--- config.mk ---
export PLATFORM = sky130hd
export DESIGN_NAME = sdram_port_arbiter
export DESIGN_NICKNAME = d
export VERILOG_FILES = /design/src/rtl/sdram_arb_pkg.sv /design/src/rtl/sdram_arb_tag_fifo.sv /design/src/rtl/sdram_port_arbiter.sv
export SDC_FILE = /design/constraint.sdc
export NUM_CORES = 1
export LEC_CHECK = 0
export CAP_MARGIN = 0
export CORE_MARGIN = 10
export CORE_UTILIZATION = 35
export CTS_CLUSTER_SIZE = 16
export DETAILED_ROUTE_END_ITERATION = 10
export HOLD_SLACK_MARGIN = 0.15
export PLACE_DENSITY = 0.67
export SLEW_MARGIN = 30
export SYNTH_ARGS = -nofsm -noshare
export SYNTH_HDL_FRONTEND = slang
export SYNTH_SLANG_ARGS = --single-unit
--- constraint.sdc ---
create_clock -name clk_clk -period 4.2 [get_ports clk_clk]
set_input_delay 1.26 -clock clk_clk [delete_from_list [all_inputs] [get_ports clk_clk]]
set_output_delay 1.26 -clock clk_clk [all_outputs]
set_load 0.005 [all_outputs]
--- src/rtl/sdram_arb_pkg.sv ---
// Shared types and constants for the SDRAM port arbiter.
//   arb_state_e : arbiter FSM state (IDLE, ISSUE)
//   REQ_CPU/DMA : requester identifiers used as grant values and read-return tags
//   STAT_W      : width of the optional statistics counters
//   sat_inc     : saturating increment for the statistics counters
package sdram_arb_pkg;

  typedef enum logic [0:0] {
    IDLE  = 1'b0,
    ISSUE = 1'b1
  } arb_state_e;

  localparam logic REQ_CPU = 1'b0;
  localparam logic REQ_DMA = 1'b1;

  localparam int unsigned STAT_W = 32;

  function automatic logic [STAT_W-1:0] sat_inc(input logic [STAT_W-1:0] v);
    return (v == '1) ? v : v + STAT_W'(1);
  endfunction

endpackage

--- src/rtl/sdram_arb_tag_fifo.sv ---
// 1-bit-wide synchronous FIFO holding the requester tag of each outstanding read.
//   clk_i   : clock
//   rst_i   : synchronous active-high reset, flushes the FIFO
//   push_i  : write data_i (ignored when full unless popping in the same cycle)
//   data_i  : tag to store
//   pop_i   : discard the head entry (ignored when empty)
//   full_o  : Depth entries stored
//   empty_o : no entries stored
//   head_o  : oldest stored tag
// Depth must be a power of two so the pointers wrap naturally.
module sdram_arb_tag_fifo #(
  parameter int unsigned Depth = 8
) (
  input  logic clk_i,
  input  logic rst_i,
  input  logic push_i,
  input  logic data_i,
  input  logic pop_i,
  output logic full_o,
  output logic empty_o,
  output logic head_o
);

  localparam int unsigned PtrW = $clog2(Depth);
  localparam int unsigned CntW = PtrW + 1;

  logic [Depth-1:0] mem_q;
  logic [PtrW-1:0]  wr_ptr_q, rd_ptr_q;
  logic [CntW-1:0]  count_q;
  logic             do_push, do_pop;

  assign full_o  = (count_q == CntW'(Depth));
  assign empty_o = (count_q == '0);
  assign head_o  = mem_q[rd_ptr_q];

  // A pop frees the head slot in the same cycle, so push-while-full is legal with a pop.
  assign do_push = push_i & (~full_o | pop_i);
  assign do_pop  = pop_i & ~empty_o;

  always_ff @(posedge clk_i) begin
    if (rst_i) begin
      mem_q    <= '0;
      wr_ptr_q <= '0;
      rd_ptr_q <= '0;
      count_q  <= '0;
    end else begin
      if (do_push) begin
        mem_q[wr_ptr_q] <= data_i;
        wr_ptr_q        <= wr_ptr_q + PtrW'(1);
      end
      if (do_pop) begin
        rd_ptr_q <= rd_ptr_q + PtrW'(1);
      end
      unique case ({do_push, do_pop})
        2'b10:   count_q <= count_q + CntW'(1);
        2'b01:   count_q <= count_q - CntW'(1);
        default: count_q <= count_q;
      endcase
    end
  end

endmodule

--- src/rtl/sdram_port_arbiter.sv ---
// Two-requester Avalon-MM arbiter in front of the SDRAM controller slave port.
// Requester 0 is the CPU data master, requester 1 the DMA/LED-pattern engine.
//   clk_clk, reset_reset      : clock, synchronous active-high reset
//   m0_*/m1_* (in)            : requester address/read/write/writedata/byteenable
//   m0_*/m1_* (out)           : waitrequest (low = accepted), readdata, readdatavalid
//   s_* (out)                 : registered command toward the controller
//   s_waitrequest/readdata/readdatavalid (in) : controller responses
//   arb_error                 : sticky, read data returned with no read pending
// Optional: define SDRAM_PORT_ARBITER_STATS_EN to add stat_grant0, stat_grant1
// (accepted commands per requester) and stat_stall (stalled ISSUE cycles).
module sdram_port_arbiter
  import sdram_arb_pkg::*;
#(
  parameter int unsigned ADDR_W   = 24,
  parameter int unsigned DATA_W   = 32,
  parameter int unsigned MAX_PEND = 8
) (
  input  logic                  clk_clk,
  input  logic                  reset_reset,
  input  logic [ADDR_W-1:0]     m0_address,
  input  logic                  m0_read,
  input  logic                  m0_write,
  input  logic [DATA_W-1:0]     m0_writedata,
  input  logic [DATA_W/8-1:0]   m0_byteenable,
  output logic                  m0_waitrequest,
  output logic [DATA_W-1:0]     m0_readdata,
  output logic                  m0_readdatavalid,
  input  logic [ADDR_W-1:0]     m1_address,
  input  logic                  m1_read,
  input  logic                  m1_write,
  input  logic [DATA_W-1:0]     m1_writedata,
  input  logic [DATA_W/8-1:0]   m1_byteenable,
  output logic                  m1_waitrequest,
  output logic [DATA_W-1:0]     m1_readdata,
  output logic                  m1_readdatavalid,
  output logic [ADDR_W-1:0]     s_address,
  output logic                  s_read,
  output logic                  s_write,
  output logic [DATA_W-1:0]     s_writedata,
  output logic [DATA_W/8-1:0]   s_byteenable,
  input  logic                  s_waitrequest,
  input  logic [DATA_W-1:0]     s_readdata,
  input  logic                  s_readdatavalid,
  output logic                  arb_error
`ifdef SDRAM_PORT_ARBITER_STATS_EN
  ,
  output logic [STAT_W-1:0]     stat_grant0,
  output logic [STAT_W-1:0]     stat_grant1,
  output logic [STAT_W-1:0]     stat_stall
`endif
);

  arb_state_e            state_q;
  logic                  gnt_q, rr_ptr_q;
  logic [ADDR_W-1:0]     s_address_q;
  logic                  s_read_q, s_write_q;
  logic [DATA_W-1:0]     s_writedata_q;
  logic [DATA_W/8-1:0]   s_byteenable_q;
  logic [DATA_W-1:0]     m0_readdata_q, m1_readdata_q;
  logic                  m0_rdv_q, m1_rdv_q;
  logic                  arb_error_q;

  logic fifo_full, fifo_empty, fifo_head;
  logic elig0, elig1, win;
  logic accept, push, rdv_ok;

  logic [ADDR_W-1:0]     sel_address;
  logic                  sel_write;
  logic [DATA_W-1:0]     sel_writedata;
  logic [DATA_W/8-1:0]   sel_byteenable;

  // A write always qualifies; a read (or read+write treated as write) needs a free tag slot.
  assign elig0 = m0_write | (m0_read & ~fifo_full);
  assign elig1 = m1_write | (m1_read & ~fifo_full);
  assign win   = (elig0 & elig1) ? rr_ptr_q : elig1;

  assign sel_address    = win ? m1_address    : m0_address;
  assign sel_write      = win ? m1_write      : m0_write;
  assign sel_writedata  = win ? m1_writedata  : m0_writedata;
  assign sel_byteenable = win ? m1_byteenable : m0_byteenable;

  assign accept = (state_q == ISSUE) & ~s_waitrequest;
  assign push   = accept & s_read_q;
  // Returned data with nothing outstanding is dropped and flagged.
  assign rdv_ok = s_readdatavalid & ~fifo_empty;

  assign m0_waitrequest = ~(accept & (gnt_q == REQ_CPU));
  assign m1_waitrequest = ~(accept & (gnt_q == REQ_DMA));

  sdram_arb_tag_fifo #(
    .Depth (MAX_PEND)
  ) u_tag_fifo (
    .clk_i   (clk_clk),
    .rst_i   (reset_reset),
    .push_i  (push),
    .data_i  (gnt_q),
    .pop_i   (rdv_ok),
    .full_o  (fifo_full),
    .empty_o (fifo_empty),
    .head_o  (fifo_head)
  );

  always_ff @(posedge clk_clk) begin
    if (reset_reset) begin
      state_q        <= IDLE;
      gnt_q          <= REQ_CPU;
      rr_ptr_q       <= REQ_CPU;
      s_address_q    <= '0;
      s_read_q       <= 1'b0;
      s_write_q      <= 1'b0;
      s_writedata_q  <= '0;
      s_byteenable_q <= '0;
      m0_readdata_q  <= '0;
      m1_readdata_q  <= '0;
      m0_rdv_q       <= 1'b0;
      m1_rdv_q       <= 1'b0;
      arb_error_q    <= 1'b0;
    end else begin
      unique case (state_q)
        IDLE: begin
          if (elig0 | elig1) begin
            s_address_q    <= sel_address;
            s_write_q      <= sel_write;
            s_read_q       <= ~sel_write;
            s_writedata_q  <= sel_writedata;
            s_byteenable_q <= sel_byteenable;
            gnt_q          <= win;
            state_q        <= ISSUE;
          end
        end
        ISSUE: begin
          if (!s_waitrequest) begin
            s_read_q  <= 1'b0;
            s_write_q <= 1'b0;
            rr_ptr_q  <= ~gnt_q;
            state_q   <= IDLE;
          end
        end
        default: state_q <= IDLE;
      endcase

      m0_rdv_q <= rdv_ok & (fifo_head == REQ_CPU);
      m1_rdv_q <= rdv_ok & (fifo_head == REQ_DMA);
      if (rdv_ok && fifo_head == REQ_CPU) m0_readdata_q <= s_readdata;
      if (rdv_ok && fifo_head == REQ_DMA) m1_readdata_q <= s_readdata;
      if (s_readdatavalid && fifo_empty) arb_error_q <= 1'b1;
    end
  end

  assign s_address        = s_address_q;
  assign s_read           = s_read_q;
  assign s_write          = s_write_q;
  assign s_writedata      = s_writedata_q;
  assign s_byteenable     = s_byteenable_q;
  assign m0_readdata      = m0_readdata_q;
  assign m1_readdata      = m1_readdata_q;
  assign m0_readdatavalid = m0_rdv_q;
  assign m1_readdatavalid = m1_rdv_q;
  assign arb_error        = arb_error_q;

`ifdef SDRAM_PORT_ARBITER_STATS_EN
  logic [STAT_W-1:0] stat_grant0_q, stat_grant1_q, stat_stall_q;

  always_ff @(posedge clk_clk) begin
    if (reset_reset) begin
      stat_grant0_q <= '0;
      stat_grant1_q <= '0;
      stat_stall_q  <= '0;
    end else begin
      if (accept && gnt_q == REQ_CPU) stat_grant0_q <= sat_inc(stat_grant0_q);
      if (accept && gnt_q == REQ_DMA) stat_grant1_q <= sat_inc(stat_grant1_q);
      if (state_q == ISSUE && s_waitrequest) stat_stall_q <= sat_inc(stat_stall_q);
    end
  end

  assign stat_grant0 = stat_grant0_q;
  assign stat_grant1 = stat_grant1_q;
  assign stat_stall  = stat_stall_q;
`endif

endmodule

Word level (Yosys, flattened, before mapping)
Index checks and enable logic that the tools add are counted.
{"block": "classes", "add_sub_neg": 4, "order_cmp": 3, "n_eq_ne": 5, "mux": 19, "bitwise_logic": 25, "n_reduce_logical": 9}
{"operator": "$mux W32", "n": 1}
{"operator": "$mux W24", "n": 1}
{"operator": "$and A1 B1 Y1", "n": 12}
{"operator": "$mux W1", "n": 9}
{"operator": "$not A1 Y1", "n": 9}
{"operator": "$bwmux W8", "n": 1}
{"operator": "$lt A3 B4 Y1 const B", "n": 2}
{"operator": "$pmux W4 S2", "n": 1}
{"operator": "$add A3 B1 Y3 const B", "n": 2}
{"operator": "$pmux W1 S2", "n": 3}
{"operator": "$reduce_and A2 Y1", "n": 3}
{"operator": "$add A4 B1 Y4 const B", "n": 1}
{"operator": "$eq A4 B4 Y1 const B", "n": 1}
{"operator": "$logic_and A1 B1 Y1", "n": 4}
{"operator": "$logic_not A4 Y1", "n": 1}
{"operator": "$mux W4", "n": 1}
{"operator": "$ne A2 B2 Y1 const B", "n": 2}
{"operator": "$or A1 B1 Y1", "n": 4}
{"operator": "$sub A4 B1 Y4 const B", "n": 1}
{"operator": "$bmux W1 S3", "n": 1}
{"operator": "$demux W1 S3", "n": 1}
{"operator": "$ge A3 B1 Y1 const B", "n": 1}
{"operator": "$eq A2 B1 Y1 const B", "n": 1}
{"operator": "$eq A2 B2 Y1 const B", "n": 1}
{"operator": "$reduce_bool A2 Y1", "n": 1}
{"block": "word_totals", "register_bits": 150, "input_bits": 160, "output_inout_bits": 131, "word_cells": 82}

Longest topological paths before layout
Gate-level depths: netlist of the first run.
{"block": "logic_depth", "word_depth": 10, "depth_mapped": 11, "depth_no_buf": 10}

Hierarchy
From an unflattened synthesis of the first run, not the netlist that was laid out.
{"block": "unflattened", "hier_cells": 771, "hier_area_um2": 6551.3}
{"module": "sdram_port_arbiter", "instances": 1, "cells_per_inst": 671, "area_per_inst_um2": 5556.6, "seq_area_each_um2": 2642.5}
{"module": "sdram_arb_tag_fifo", "instances": 1, "cells_per_inst": 100, "area_per_inst_um2": 994.7, "seq_area_each_um2": 360.3}

Worst setup path after synthesis of the first run
OpenSTA, ideal clock, no wires.
{"block": "synth_path", "path_kind": "in2reg", "startpoint": "input port s_readdatavalid", "endpoint": "register u_tag_fifo.count_q[2]", "setup_time_ns": 0.071, "arrival_ns": 2.993, "required_ns": 4.129, "path_slack_ns": 1.137, "path_stages": 10, "path_buffers": 1, "path_cell_list": "clkbuf_1 > nand2b_2 > clkinv_1 > ha_1 > xor2_1 > ha_1 > a21oi_1 > xor2_1 > or3_1 > a21oi_1"}
{"block": "synth_via", "word_cells_on_any_way": 8, "classes_between": "eq/ne: 2; mux: 1; bitwise: 4; reduce/logical: 1"}
{"item": "start: declaration", "line_no": "sdram_port_arbiter.sv:43", "source": "input logic s_readdatavalid,"}
{"item": "$and A1 B1 Y1 *", "line_no": "sdram_port_arbiter.sv:85", "source": "assign rdv_ok = s_readdatavalid & ~fifo_empty;"}
{"item": "$and A1 B1 Y1 *", "line_no": "sdram_arb_tag_fifo.sv:38", "source": "assign do_pop = pop_i & ~empty_o;"}
{"item": "via u_tag_fifo.do_pop", "line_no": "sdram_arb_tag_fifo.sv:30", "source": "logic do_push, do_pop;"}
{"item": "$eq A2 B1 Y1 or $eq A2 B2 Y1 (tied branches)", "line_no": "sdram_arb_tag_fifo.sv:54", "source": "unique case ({do_push, do_pop})"}
{"item": "$pmux W4 S2 or $reduce_bool A2 Y1 (tied branches)"}
{"item": "end signal: assignment", "line_no": "sdram_arb_tag_fifo.sv:55", "source": "2'b10: count_q <= count_q + CntW'(1);"}
{"item": "end signal: assignment", "line_no": "sdram_arb_tag_fifo.sv:56", "source": "2'b01: count_q <= count_q - CntW'(1);"}
{"item": "end signal: assignment", "line_no": "sdram_arb_tag_fifo.sv:57", "source": "default: count_q <= count_q;"}
{"item": "end: declaration", "line_no": "sdram_arb_tag_fifo.sv:29", "source": "logic [CntW-1:0] count_q;"}
The timed path passes the listed nets; every way through them passes the cells marked *.
A chain may end at the register's enable or synchronous reset.

Final worst setup path of the first run
{"block": "layout_path", "startpoint": "input port s_waitrequest", "endpoint": "output port m0_waitrequest"}
{"block": "layout_via", "elab_chain_cells": 4}
{"item": "start: declaration", "line_no": "sdram_port_arbiter.sv:41", "source": "input logic s_waitrequest,"}
{"item": "$not A1 Y1 (no source line)"}
{"item": "$and A1 B1 Y1", "line_no": "sdram_port_arbiter.sv:82", "source": "assign accept = (state_q == ISSUE) & ~s_waitrequest;"}
{"item": "$and A1 B1 Y1", "line_no": "sdram_port_arbiter.sv:87", "source": "assign m0_waitrequest = ~(accept & (gnt_q == REQ_CPU));"}
{"item": "$not A1 Y1", "line_no": "sdram_port_arbiter.sv:87"}
{"item": "end: declaration", "line_no": "sdram_port_arbiter.sv:25", "source": "output logic m0_waitrequest,"}
Every way passes these cells.

==> metrics, run 1 <==
status=finished clean; Initial DRC Count=503; Routed wire per std cell=18.71 um; first-pass GRT wire length=37010 um; Seq cells post-synth=150; f_max=0.2567 GHz; post-placement cell count=1260; HPWL Detailed=16970 um; final worst-path cycle share=0.9275; synthesized area per cell=9.548 um^2; GPL Wtd Cong=0.7824; Die ar.=26800 um^2; # setup viols final=0; most frequent cells in the layout=clkdlybuf4s50_1 (289), dfxtp_1 (150), o221ai_1 (109), nand2b_1 (106), mux2i_1 (78); met1 wire length=10580 um; total number of vias=6659; Main synth FF type=dfxtp_1; NumNets Final=1174; Cell Area, Synth=7228 um^2; Hold Path Class=flop to flop; Buf/Inv on CP=2; Adder-Cell Fraction of Synth Area=0.008655; Setup CP Type=input port to output port; asr flop ratio synth=0; Die H=163.7 um; total global routing overflow=0; CTS tree=done; Post-Syn Nets=922; clk_lat worst skew=0.42 ns; DIE WIDTH=163.7 um; Final ANT Viol Nets=0; CP delay by family, top=buffers and inverters; Setup TNS=0 ns; final WL=24200 um; core region area=20300 um^2; met3 WL post-DR=2887 um; Slew HR=0.4765; largest net degree at the start of global routing=121; buffers from clock root to sink, at most=2; worst ir drop on vdd=273.4 uV; yosys warns=0; max-cap violations=0; clk_skew=0.01327 ns; crit path max-delay cell type=clkdlybuf4s50_1; register area share after synthesis=0.4154; largest family of logic cells by synthesized area=compound AO/OA/AOI/OAI gates; Synth Area in XOR/XNOR=0.008482; top layer in use=met4; pwr dens=401.3 nW/um^2; worst-path maximum fanout=3; CTS clock-pin slew for the worst setup and hold paths=0.07 ns; most used cell along the critical path=clkdlybuf4s50_1; DR pass1 iterations=5; commonest non-fill, non-tap cell in the layout=clkdlybuf4s50_1; Slew @ Worst Pin=0.7829 ns; post-route insts no fill=1293; WP data required=2.94 ns; library cells used by synthesis=54; Max stage delay on crit path=0.45 ns; std cell rows=52; met2 WL=10440 um; share of post-route cells with drive strength above 1=0.07436; CP startpoint kind=input port; Pwr Total=4.379 mW; Yosys top cell area share=0.4154; Gate Count Post-Synth=757; Worst Setup End Kind=output port; TritonCTS Sinks=150; setup bufs post-CTS=0; Overall Global Routing Usage=0.1728; vias in the first global route=6478; Leakage=3.985 nW; Worst Path Arrival=2.64 ns; post-synthesis compound-gate area fraction=0.2299; Synth area leaders=dfxtp_1 (42%), o221ai_1 (13%), mux2i_1 (11%); Ports=291; Final Hold Viols=0; final worst path period need=3.896 ns; CP Cell Sequence=clkdlybuf4s50_1 > nand2b_1 > or2_2 > clkdlybuf4s50_1; post-synthesis mux area share=0.1096; RSZ-0062 raised after global routing=false; I/O Buffers=290; H-tree depth=4; post-synthesis simple-gate area fraction=0.1367; Design Area, Final=10910 um^2; DR vias/cell=5.150; CTS Buf Count=17; Slew Limit Fails=0; area leader, netlist=dfxtp_1; Post-synth EDFFs=0; antenna violations before repair=1; # hold bufs at CTS=0; Initial Utilization=0.3561; Remaining DRCs=0; post-cts sizing count=0; DP Area=10300 um^2; root buffer selected by CTS=clkbuf_16; P&R area growth vs syn=50.96%
cells in the mapped netlist, types with 2 or more instances:
library cell	n
a211oi_1	2
clkbuf_1	40
o21ai_0	63
ha_1	5
o221ai_2	11
xor2_1	4
mux2i_1	78
o21bai_1	2
nor2b_1	4
and2_1	3
buf_2	22
buf_6	8
nor3_1	3
o221ai_1	109
a21oi_1	8
a31oi_1	2
inv_1	64
xnor2_1	3
o2111ai_1	3
dfxtp_1	150
nand3b_1	2
buf_4	4
nor2_1	21
nand2_1	8
nand2b_1	106
o211ai_1	2
nor4_1	3
report_power, final:
part	internal (mW)	switching (mW)
Clock	0.903	0.700
Sequential	1.58	0.102
Combinational	0.621	0.472
worst min-delay path, stage by stage, from the launching register on:
cell	delay [ns]
dfxtp_1	0.31
nand2b_1	0.06
mux2i_1	0.06
cells by family after synthesis:
logic type | count (synthesis)
compound gates | 213
buf+inv | 141
simple gates | 162
fa+ha+maj | 5
flops | 150
xor+xnor | 7
mux | 79
final cells by class:
cell class              instances  area (um^2)
diodes                          1        2.502
clock buffers                  17        425.4
clock inverters                15        182.7
fillers                      1882         9388
inverters                      65        244.0
multi-input cells             466         3613
flip-flops and latches        150         3003
well taps                     270        337.8
repair buffers                309         3103
path summary, 6_finish.rpt:
check	startpoint	to	slack (ns)	depth (start not counted)
worst max-delay path	s_waitrequest	m0_waitrequest	0.30	4
worst min-delay path	m1_readdata[13]	m1_readdata[13]	0.47	2
worst max register to register	u_tag_fifo.count_q[0]	u_tag_fifo.count_q[2]	1.26	9
worst min register to register	m1_readdata[13]	m1_readdata[13]	0.47	2
sequential cells by signal, summed over array words and instances (netlist names):
| register | cells |
|---|---|
| m0_readdata | 32 |
| m1_readdata | 32 |
| s_writedata | 32 |
| s_address | 24 |
| u_tag_fifo.mem_q | 8 |
| s_byteenable | 4 |
| u_tag_fifo.count_q | 4 |
| u_tag_fifo.rd_ptr_q | 3 |
| u_tag_fifo.wr_ptr_q | 3 |
| arb_error | 1 |
| gnt_q | 1 |
| m0_readdatavalid | 1 |
| m1_readdatavalid | 1 |
| rr_ptr_q | 1 |
| s_read | 1 |
| s_write | 1 |
| state_q | 1 |
stage by stage:
stage | util | setup slack, ns | hold WS [ns]
2_1_floorplan | - | 1.137 | 0.4480
6_report | 0.5375 | 0.3044 | 0.4732
3_3_place_gp | 0.5075 | 0.3100 | 0.4511
4_1_cts | 0.5374 | 0.2980 | 0.4765
3_5_place_dp | 0.5075 | 0.3027 | 0.4600
5_1_grt | 0.5375 | 0.2541 | 0.4916
metal layers:
metal	vias to the layer above	global-route usage
met4	0	0.05524
met2	268	0.2531
li1	3263	-
met1	3107	0.2207
met3	21	0.07985
met5	-	0
Note: power is estimated with default switching activity, not from simulation.
==> run 2: changes to the inputs <==
Settings changed: CTS_CLUSTER_SIZE 16 to 12.
==> results of run 2 <==
Final layout, timing and power as in run 1 (identical DEF).
==> run 3: changes to the inputs <==
Settings changed: MAX_ROUTING_LAYER set to met4.
==> run 3 against run 2 <==
Against the previous run:
- clock power is essentially flat
- die area did not move
- sequential cell count unchanged
- global-route usage up 0.52 points
- setup slack worse by 0.011 ns
- critical path type unchanged
- critical endpoint unchanged
- largest cell class unchanged
- largest power group unchanged
==> metrics, run 3 (same netlist as run 1, synthesis figures left out) <==
r2r worst-path depth=9 (unchanged); clk_skew=0.01181 ns (was 0.01327 ns); clk_lat worst skew=0.42 ns (about the same); most frequent cells in the layout=clkdlybuf4s50_1 (289), dfxtp_1 (150), o221ai_1 (109), nand2b_1 (106), mux2i_1 (78) (unchanged); final worst path period need=3.907 ns (was 3.896 ns); total global routing overflow=0 (unchanged); DR vias/cell=5.133 (was 5.150); Worst Setup End Kind=output port (unchanged); Final Hold Viols=0 (unchanged); RSZ-0062 raised after global routing=false (unchanged); CTS Buf Count=17 (unchanged); total number of vias=6637 (was 6659); CP Cell Sequence=clkdlybuf4s50_1 > nand2b_1 > or2_2 > clkdlybuf4s50_1 (unchanged); final worst-path cycle share=0.9302 (was 0.9275); worst-path maximum fanout=3 (unchanged); pwr dens=401.1 nW/um^2 (was 401.3 nW/um^2); Final WS setup=0.2930 ns (was 0.3044 ns); I/O Buffers=290 (unchanged); capturing point of the worst reg2reg path=u_tag_fifo.count_q[2] (unchanged); # hold bufs at CTS=0 (unchanged); Crit. path cell count=4 (unchanged); Slew @ Worst Pin=0.7804 ns (was 0.7829 ns); Slew Limit Fails=0 (unchanged); CTS tree=done (unchanged); # setup viols final=0 (unchanged); P&R area growth vs syn=50.96% (unchanged); first-pass GRT wire length=36930 um (was 37010 um); H-tree depth=4 (unchanged); Die H=163.7 um (unchanged); NumNets Final=1174 (unchanged); Initial DRC Count=502 (was 503); GPL Wtd Cong=0.7925 (was 0.7824); Die ar.=26800 um^2 (unchanged); share of post-route cells with drive strength above 1=0.07436 (unchanged); max-cap violations=0 (unchanged); Design Area, Final=10910 um^2 (unchanged); Ports=291 (unchanged); pre-CTS setup slack=0.3027 ns (unchanged); setup bufs post-CTS=0 (unchanged); std cell rows=52 (unchanged); status=finished clean (unchanged); commonest non-fill, non-tap cell in the layout=clkdlybuf4s50_1 (unchanged); root buffer selected by CTS=clkbuf_16 (unchanged); antenna violations before repair=1 (unchanged); CTS clock-pin slew for the worst setup and hold paths=0.07 ns (about the same); Leakage=3.985 nW (unchanged); reg2reg setup slack=1.26 ns (about the same); HPWL Detailed=16970 um (unchanged); critical path launch point=s_waitrequest (unchanged); Worst Path Arrival=2.65 ns (was 2.64 ns); vias in the first global route=6518 (was 6478); Overall Global Routing Usage=0.1780 (was 0.1728); Buf/Inv on CP=2 (unchanged); DR pass1 iterations=5 (unchanged); Setup TNS=0 ns (unchanged); TritonCTS Sinks=150 (unchanged); buffers from clock root to sink, at most=2 (unchanged); WP data required=2.94 ns (about the same); CP delay by family, top=buffers and inverters (unchanged); Routed wire per std cell=18.75 um (was 18.71 um); final WL=24240 um (was 24200 um); crit path max-delay cell type=clkdlybuf4s50_1 (unchanged); RR Startpoint=u_tag_fifo.count_q[0] (unchanged); DIE WIDTH=163.7 um (unchanged); Critical Path Sink=m0_waitrequest (unchanged); Setup CP Type=input port to output port (unchanged); Final ANT Viol Nets=0 (unchanged); post-cts sizing count=0 (unchanged); Max stage delay on crit path=0.45 ns (about the same); largest net degree at the start of global routing=121 (unchanged); Remaining DRCs=0 (unchanged); Slew HR=0.4782 (was 0.4765); Hold Path Class=flop to flop (unchanged); worst ir drop on vdd=273.0 uV (was 273.4 uV); Initial Utilization=0.3561 (unchanged); Pwr Total=4.377 mW (was 4.379 mW); most used cell along the critical path=clkdlybuf4s50_1 (unchanged); core region area=20300 um^2 (unchanged); f_max=0.2560 GHz (was 0.2567 GHz); DP Area=10300 um^2 (unchanged); CP startpoint kind=input port (unchanged)
==> run 3: cell counts in the layout (fill, tap and decap cells not counted) <==
No cell type changed its count.
==> run 3: layout make-up <==
type                            instances  area [um^2]
Tap cell                              270        337.8
Inverter                               65        244.0
Sequential cell                       150         3003
Timing Repair Buffer                  309         3103
Clock inverter                         15        182.7
Fill cell                            1882         9388
Multi-Input combinational cell        466         3613
Antenna cell                            1        2.502
Clock buffer                           17        425.4
==> run 3: worst min-delay path by stage <==
stage / startpoint / endpoint / slack, ns / cells past startpoint
after global placement: arb_error / arb_error / 0.45 / 2
after floorplan: u_tag_fifo.mem_q[4] / u_tag_fifo.mem_q[4] / 0.45 / 2
after detailed placement: m0_readdata[4] / m0_readdata[4] / 0.46 / 2
after CTS: m1_readdata[13] / m1_readdata[13] / 0.48 / 2
final: m1_readdata[13] / m1_readdata[13] / 0.47 / 2
after global routing: m0_readdata[15] / m0_readdata[15] / 0.49 / 2
==> run 3: worst reg2reg max path, cell delays in order (launching register included) <==
cell and delay, ns:
dfxtp_1 0.40, or4b_1 0.76, o21ai_2 0.42, ha_1 0.32
xor2_1 0.17, ha_1 0.16, a21oi_1 0.04, xor2_1 0.16
or3_1 0.31, a21oi_1 0.14
==> run 3: power by group <==
| group | internal [mW] | switching [mW] |
|---|---|---|
| sequential | 1.58 | 0.102 |
| combinational | 0.621 | 0.473 |
| clock | 0.904 | 0.695 |
==> run 3: per-stage QoR <==
step / instances / hold WS (ns) / utilization
floorplan: 757 / 0.4480 / -
global placement: 1260 / 0.4511 / 0.5075
detailed placement: 1260 / 0.4600 / 0.5075
CTS: 1292 / 0.4765 / 0.5374
global route: 1293 / 0.4916 / 0.5375
finish: 1293 / 0.4728 / 0.5375
==> run 3: routing by layer <==
layer	vias up	part of all wire	track usage
li1	3264	-	-
met1	3099	0.45	0.2244
met2	259	0.43	0.2522
met3	15	0.11	0.08360
met4	0	0.0094	0.04305
met5	-	0	-
